--- config.mk ---
export PLATFORM = sky130hd
export DESIGN_NAME = ib_lut_page_loader
export DESIGN_NICKNAME = d
export VERILOG_FILES = /design/src/rtl/ib_lut_page_loader.sv
export SDC_FILE = /design/constraint.sdc
export NUM_CORES = 1
export LEC_CHECK = 0
export CORE_ASPECT_RATIO = 0.75
export CORE_MARGIN = 8
export CORE_UTILIZATION = 50
export CTS_BUF_LIST = sky130_fd_sc_hd__clkbuf_4 sky130_fd_sc_hd__clkbuf_8
export DETAILED_ROUTE_END_ITERATION = 6
export MAX_ROUTING_LAYER = met4
export PLACE_DENSITY = 0.85
export SYNTH_ARGS = -nofsm -noshare
export SYNTH_HDL_FRONTEND = slang
export SYNTH_SLANG_ARGS = --single-unit
--- constraint.sdc ---
create_clock -name write_clk -period 2.4 [get_ports write_clk]
set_clock_uncertainty 0.1 [all_clocks]
set_input_delay 0.6 -clock write_clk [delete_from_list [all_inputs] [get_ports write_clk]]
set_output_delay 0.6 -clock write_clk [all_outputs]
set_load 0.05 [all_outputs]
--- src/rtl/ib_lut_page_loader.sv ---
// Streams one iteration's IB-CNU LUT pages into the inactive RAM half, then
// ping-pongs read_addr_offset once the datapath is idle.
module ib_lut_page_loader #(
  parameter int ENTRY_ADDR    = 6,
  parameter int LUT_PORT_SIZE = 3,
  parameter int BANK_NUM      = 2,
  parameter int ITER_MAX      = 8,
  parameter int ITER_WIDTH    = 3
) (
  input  logic                              write_clk,
  input  logic                              rst,
  input  logic                              load_start,
  input  logic                              load_abort,
  input  logic                              src_valid,
  input  logic [LUT_PORT_SIZE*BANK_NUM-1:0] src_data,
  output logic                              src_ready,
  input  logic                              pipe_idle,
  output logic [ENTRY_ADDR-1:0]             page_addr_ram,
  output logic [LUT_PORT_SIZE*BANK_NUM-1:0] ram_write_data,
  output logic                              ib_ram_we,
  output logic                              read_addr_offset,
  output logic                              busy,
  output logic                              load_done,
  output logic [ITER_WIDTH-1:0]             cur_iter,
  output logic                              decode_last,
  output logic                              err_overrun
);

  localparam int PAGE_W = ENTRY_ADDR - 1;

  typedef enum logic [1:0] {IDLE, LOAD, WAIT_SWAP} state_t;

  state_t            state, state_nx;
  logic [PAGE_W-1:0] page_cnt;
  logic              wr_off;
  logic              accept;
  logic              write_beat;
  logic              last_beat;
  logic              swap;
  logic              iter_wrap;

  always_ff @(posedge write_clk) begin
    if (rst) state <= IDLE;
    else     state <= state_nx;
  end

  always_comb begin
    state_nx = state;
    case (state)
      IDLE:      if (load_start) state_nx = LOAD;
      LOAD: begin
        if (load_abort)     state_nx = IDLE;
        else if (last_beat) state_nx = WAIT_SWAP;
      end
      WAIT_SWAP: begin
        if (load_abort)     state_nx = IDLE;
        else if (pipe_idle) state_nx = IDLE;
      end
      default:   state_nx = IDLE;
    endcase
  end

  always_comb begin
    src_ready  = (state == LOAD);
    busy       = (state != IDLE);
    accept     = src_ready & src_valid;
    write_beat = accept & ~load_abort;
    last_beat  = accept & (page_cnt == '1);
    // The final write is issued in the first WAIT_SWAP cycle, so a swap decided
    // in any WAIT_SWAP cycle is always visible strictly after that write.
    swap       = (state == WAIT_SWAP) & pipe_idle & ~load_abort;
    iter_wrap  = (cur_iter == ITER_WIDTH'(ITER_MAX - 1));
  end

  always_ff @(posedge write_clk) begin
    if (rst) begin
      page_cnt         <= '0;
      wr_off           <= 1'b0;
      page_addr_ram    <= '0;
      ram_write_data   <= '0;
      ib_ram_we        <= 1'b0;
      read_addr_offset <= 1'b0;
      load_done        <= 1'b0;
      decode_last      <= 1'b0;
      cur_iter         <= '0;
      err_overrun      <= 1'b0;
    end else begin
      ib_ram_we   <= write_beat;
      load_done   <= swap;
      decode_last <= swap & iter_wrap;
      if (write_beat) begin
        page_addr_ram  <= {wr_off, page_cnt};
        ram_write_data <= src_data;
        page_cnt       <= page_cnt + PAGE_W'(1);
      end
      if (state == IDLE && load_start) begin
        page_cnt <= '0;
        wr_off   <= ~read_addr_offset;
      end
      if (swap) begin
        read_addr_offset <= ~read_addr_offset;
        cur_iter         <= iter_wrap ? '0 : cur_iter + ITER_WIDTH'(1);
      end
      if (load_start && state != IDLE) err_overrun <= 1'b1;
    end
  end

endmodule
==> results.py <==
metrics = {
    "timing": {
        "timing.setup.tns_ns": 0,
        "fmax_mhz": 440,
        "report.final.slew_viol_count": 0,
        "period_needed_ns": 2.27,
        "worst_pin_slew_ns": 0.520,
        "slew_headroom_pct": 65.2,
        "rsz0062_at_grt": "no",
        "setup_ws_ns": 0.126,
        "setup_violations": 0,
        "timing.final.crit_share_pct": 94.7,
        "finalHoldViolCount": 0,
    },
    "clock_tree": {
        "cts_buffers": 3,
        "path_clk_slew_ns": 0.14,
        "clkLatencyLatePin_ns": 0.33,
        "postCtsSetupRepairBufs": 0,
        "cts_root_buf": "clkbuf_4",
        "cts.sinks": 28,
        "hold_buffers": 0,
        "htree_levels": 1,
        "cts_tree": "yes",
        "clockBufferDepth": 2,
    },
    "floorplanning": {
        "core_um2": 2010,
        "rows": 14,
        "die_y_um": 56.1,
        "chipWidth_um": 69.5,
        "dieArea_um2": 3900,
        "start_util_pct": 53.3,
        "boundaryPins": 34,
    },
    "routing": {
        "num_vias": 927,
        "drtPass1Iterations": 4,
        "drt_iter0_markers": 52,
        "drc": 0,
        "antenna_left": 0,
        "drt-vias-per-instance": 5.15,
        "drt_wl_total_um": 2500,
        "post_drt_wl_per_cell_um": 13.9,
    },
    "global_routing": {
        "first_global_vias": 968,
        "grt_max_degree": 16,
        "groute.usage.overall_pct": 13.7,
        "antenna_found_initial": 0,
        "grt_pass1_wl_um": 4280,
        "grt.overflow.total": 0,
    },
    "power_and_ir_drop": {
        "power.density_nw_per_um2": 537,
        "p_leak_nw": 0.539,
        "vdd.ir_drop.worst_v": 0.000495,
    },
    "worst_hold_path": {
        "min-delay-start": "ram_write_data[5]$_SDFFE_PP0P_",
        "worst_hold_path_type": "register to register",
    },
    "run": {
        "drv_cap": 0,
    },
    "layout": {
        "n_antenna_cell": 0,
        "syn2layout_area_growth_pct": 37.4,
        "layout-drive-gt1-share_pct": 8.33,
        "multi_input_area_um2": 480,
        "num-fill-cells": 164,
        "layout.nets": 173,
        "fin_cells": 180,
        "ff_latch_area_um2": 561,
    },
    "worst_setup_path": {
        "cpLargestDelayFamily": "buffers and inverters",
        "crit_path_start": "read_addr_offset$_SDFFE_PP0P_",
        "critical_path_peak_fanout": 3,
        "start_kind": "register",
        "arrival_ns": 1.57,
        "reg2reg_from": "page_cnt[0]$_SDFFE_PP0P_",
        "critPathBufInv": 1,
        "cpMaxStageDelayCell": "clkdlybuf4s50_1",
        "crit_path_cell_trace": "clkdlybuf4s50_1",
        "setup.worst_path.end_class": "output port",
        "crit_path_max_incr_delay_ns": 0.83,
        "worstSetupPathType": "register to output port",
        "required_ns": 1.70,
    },
    "place": {
        "io_buffers": 33,
        "dp_cells": 176,
        "pre_cts_ws_ns": 0.284,
        "dp_hpwl_um": 1920,
        "gp_congestion": 0.842,
    },
    "synth": {
        "syn_inst": 121,
        "netlist.area_leader.share_pct": 52.2,
        "yosysUniqueCellTypes": 25,
        "ys_warn_count": 0,
        "synthesis.area_um2": 1070,
        "synth_fp_nets": 137,
        "ys_seq_elements": 28,
        "syn_avg_cell_area_um2": 8.87,
        "synth_top_area_cell": "dfxtp_1",
        "synth.area.top_cells": "dfxtp_1 52%, nand2_1 9.8%, a21oi_1 8.4%",
        "seq_area_frac_synth_pct": 52.2,
    },
    "status": {
        "status": "finished, final reports clean",
    },
}
cells in the mapped netlist:
library cell and count:
a211oi_1 1, a21oi_1 18, a31oi_1 1, and2_1 1, and3_1 1, and4bb_1 1
buf_2 4, buf_4 1, clkbuf_1 2, dfxtp_1 28, ha_1 4, inv_1 1
mux2i_1 4, nand2_1 28, nand3_1 1, nand4bb_1 1, nor2_1 9, nor2b_1 2
nor3_1 2, nor3b_1 2, nor4bb_1 1, o21ai_0 2, or2_2 2, or3_1 2
xnor2_1 2
layout make-up:
cell class	instances	share of cell area, %
flip-flops and latches	28	38.0
multi-input cells	85	32.6
repair buffers	38	24.7
clock buffers	4	2.46
well taps	24	2.04
inverters	1	0.254
worst paths after layout:
| path | end | slack, ns | cells past startpoint |
|---|---|---|---|
| worst max-delay path | read_addr_offset | 0.13 | 1 |
| worst max register to register | state[0]$_SDFFE_PP0P_ | 0.85 | 6 |
| worst min register to register | ram_write_data[5]$_SDFFE_PP0P_ | 0.37 | 2 |
| worst min-delay path | ram_write_data[5]$_SDFFE_PP0P_ | 0.37 | 2 |
sequential cells by signal (all words and copies together), names as in the netlist:
register	flops
page_addr_ram	6
ram_write_data	6
page_cnt	5
cur_iter	3
state	2
decode_last	1
err_overrun	1
ib_ram_we	1
load_done	1
read_addr_offset	1
wr_off	1
cell usage in the layout, fill, tap and decap left out, drive strengths merged:
cell,n
clkdlybuf4s50,31
dfxtp,28
nand3,1
buf,6
clkbuf,4
and3,1
nor3,2
or3,2
nor3b,2
a21oi,18
nor4bb,1
nand2,28
inv,1
o21ai,2
and2,1
ha,4
xnor2,2
or2,2
nand4bb,1
dlygate4sd2,1
a211oi,1
a31oi,1
and4bb,1
mux2i,4
nor2b,2
nor2,9
routing by layer:
layer  up-vias  global-route usage, %  routed length (um)
li1        471                      -                   -
met1       423                   13.4                1040
met2        27                   22.2                1210
met3         6                   7.49                 208
met4         0                   5.83                  46
met5         -                      -                   0
what timing repair did:
item | CTS | global route
setup endpoints to repair | 1 | 0
hold endpoints to repair | 0 | 0
resized for setup | 1 | 0
cell families (layout without fill, tap and decap cells):
kind of cell	count (synthesis)	count (layout)	share of synthesized area [%]
muxes	4	4	3.73
DFF	28	28	52.2
and+or+nand+nor	53	53	23.5
buffers and inverters	8	43	3.61
adders and majority gates	4	4	4.66
xor gates and xnor gates	2	2	1.63
AOI/OAI and AO/OA	22	22	10.6
report_power, final:
part | switching (mW) | internal, mW
clock network | 0.134 | 0.0931
logic | 0.0488 | 0.0386
registers | 0.00543 | 0.472
tightest hold or removal path: cells and delay by family (launching register included):
kind,cells,cell delay [ns]
simple gates,1,0.05
compound gates,1,0.05
flops,1,0.33
through the flow:
stage	total power [mW]	instance area (um2)	hold slack, ns	util, %
2_1_floorplan	0.533	1070	0.332	-
3_3_place_gp	0.573	1440	0.342	71.5
3_5_place_dp	0.575	1440	0.348	71.5
4_1_cts	0.802	1480	0.373	73.2
5_1_grt	0.823	1480	0.398	73.2
6_report	0.792	1480	0.369	73.2
(Power assumes the default switching activity.)
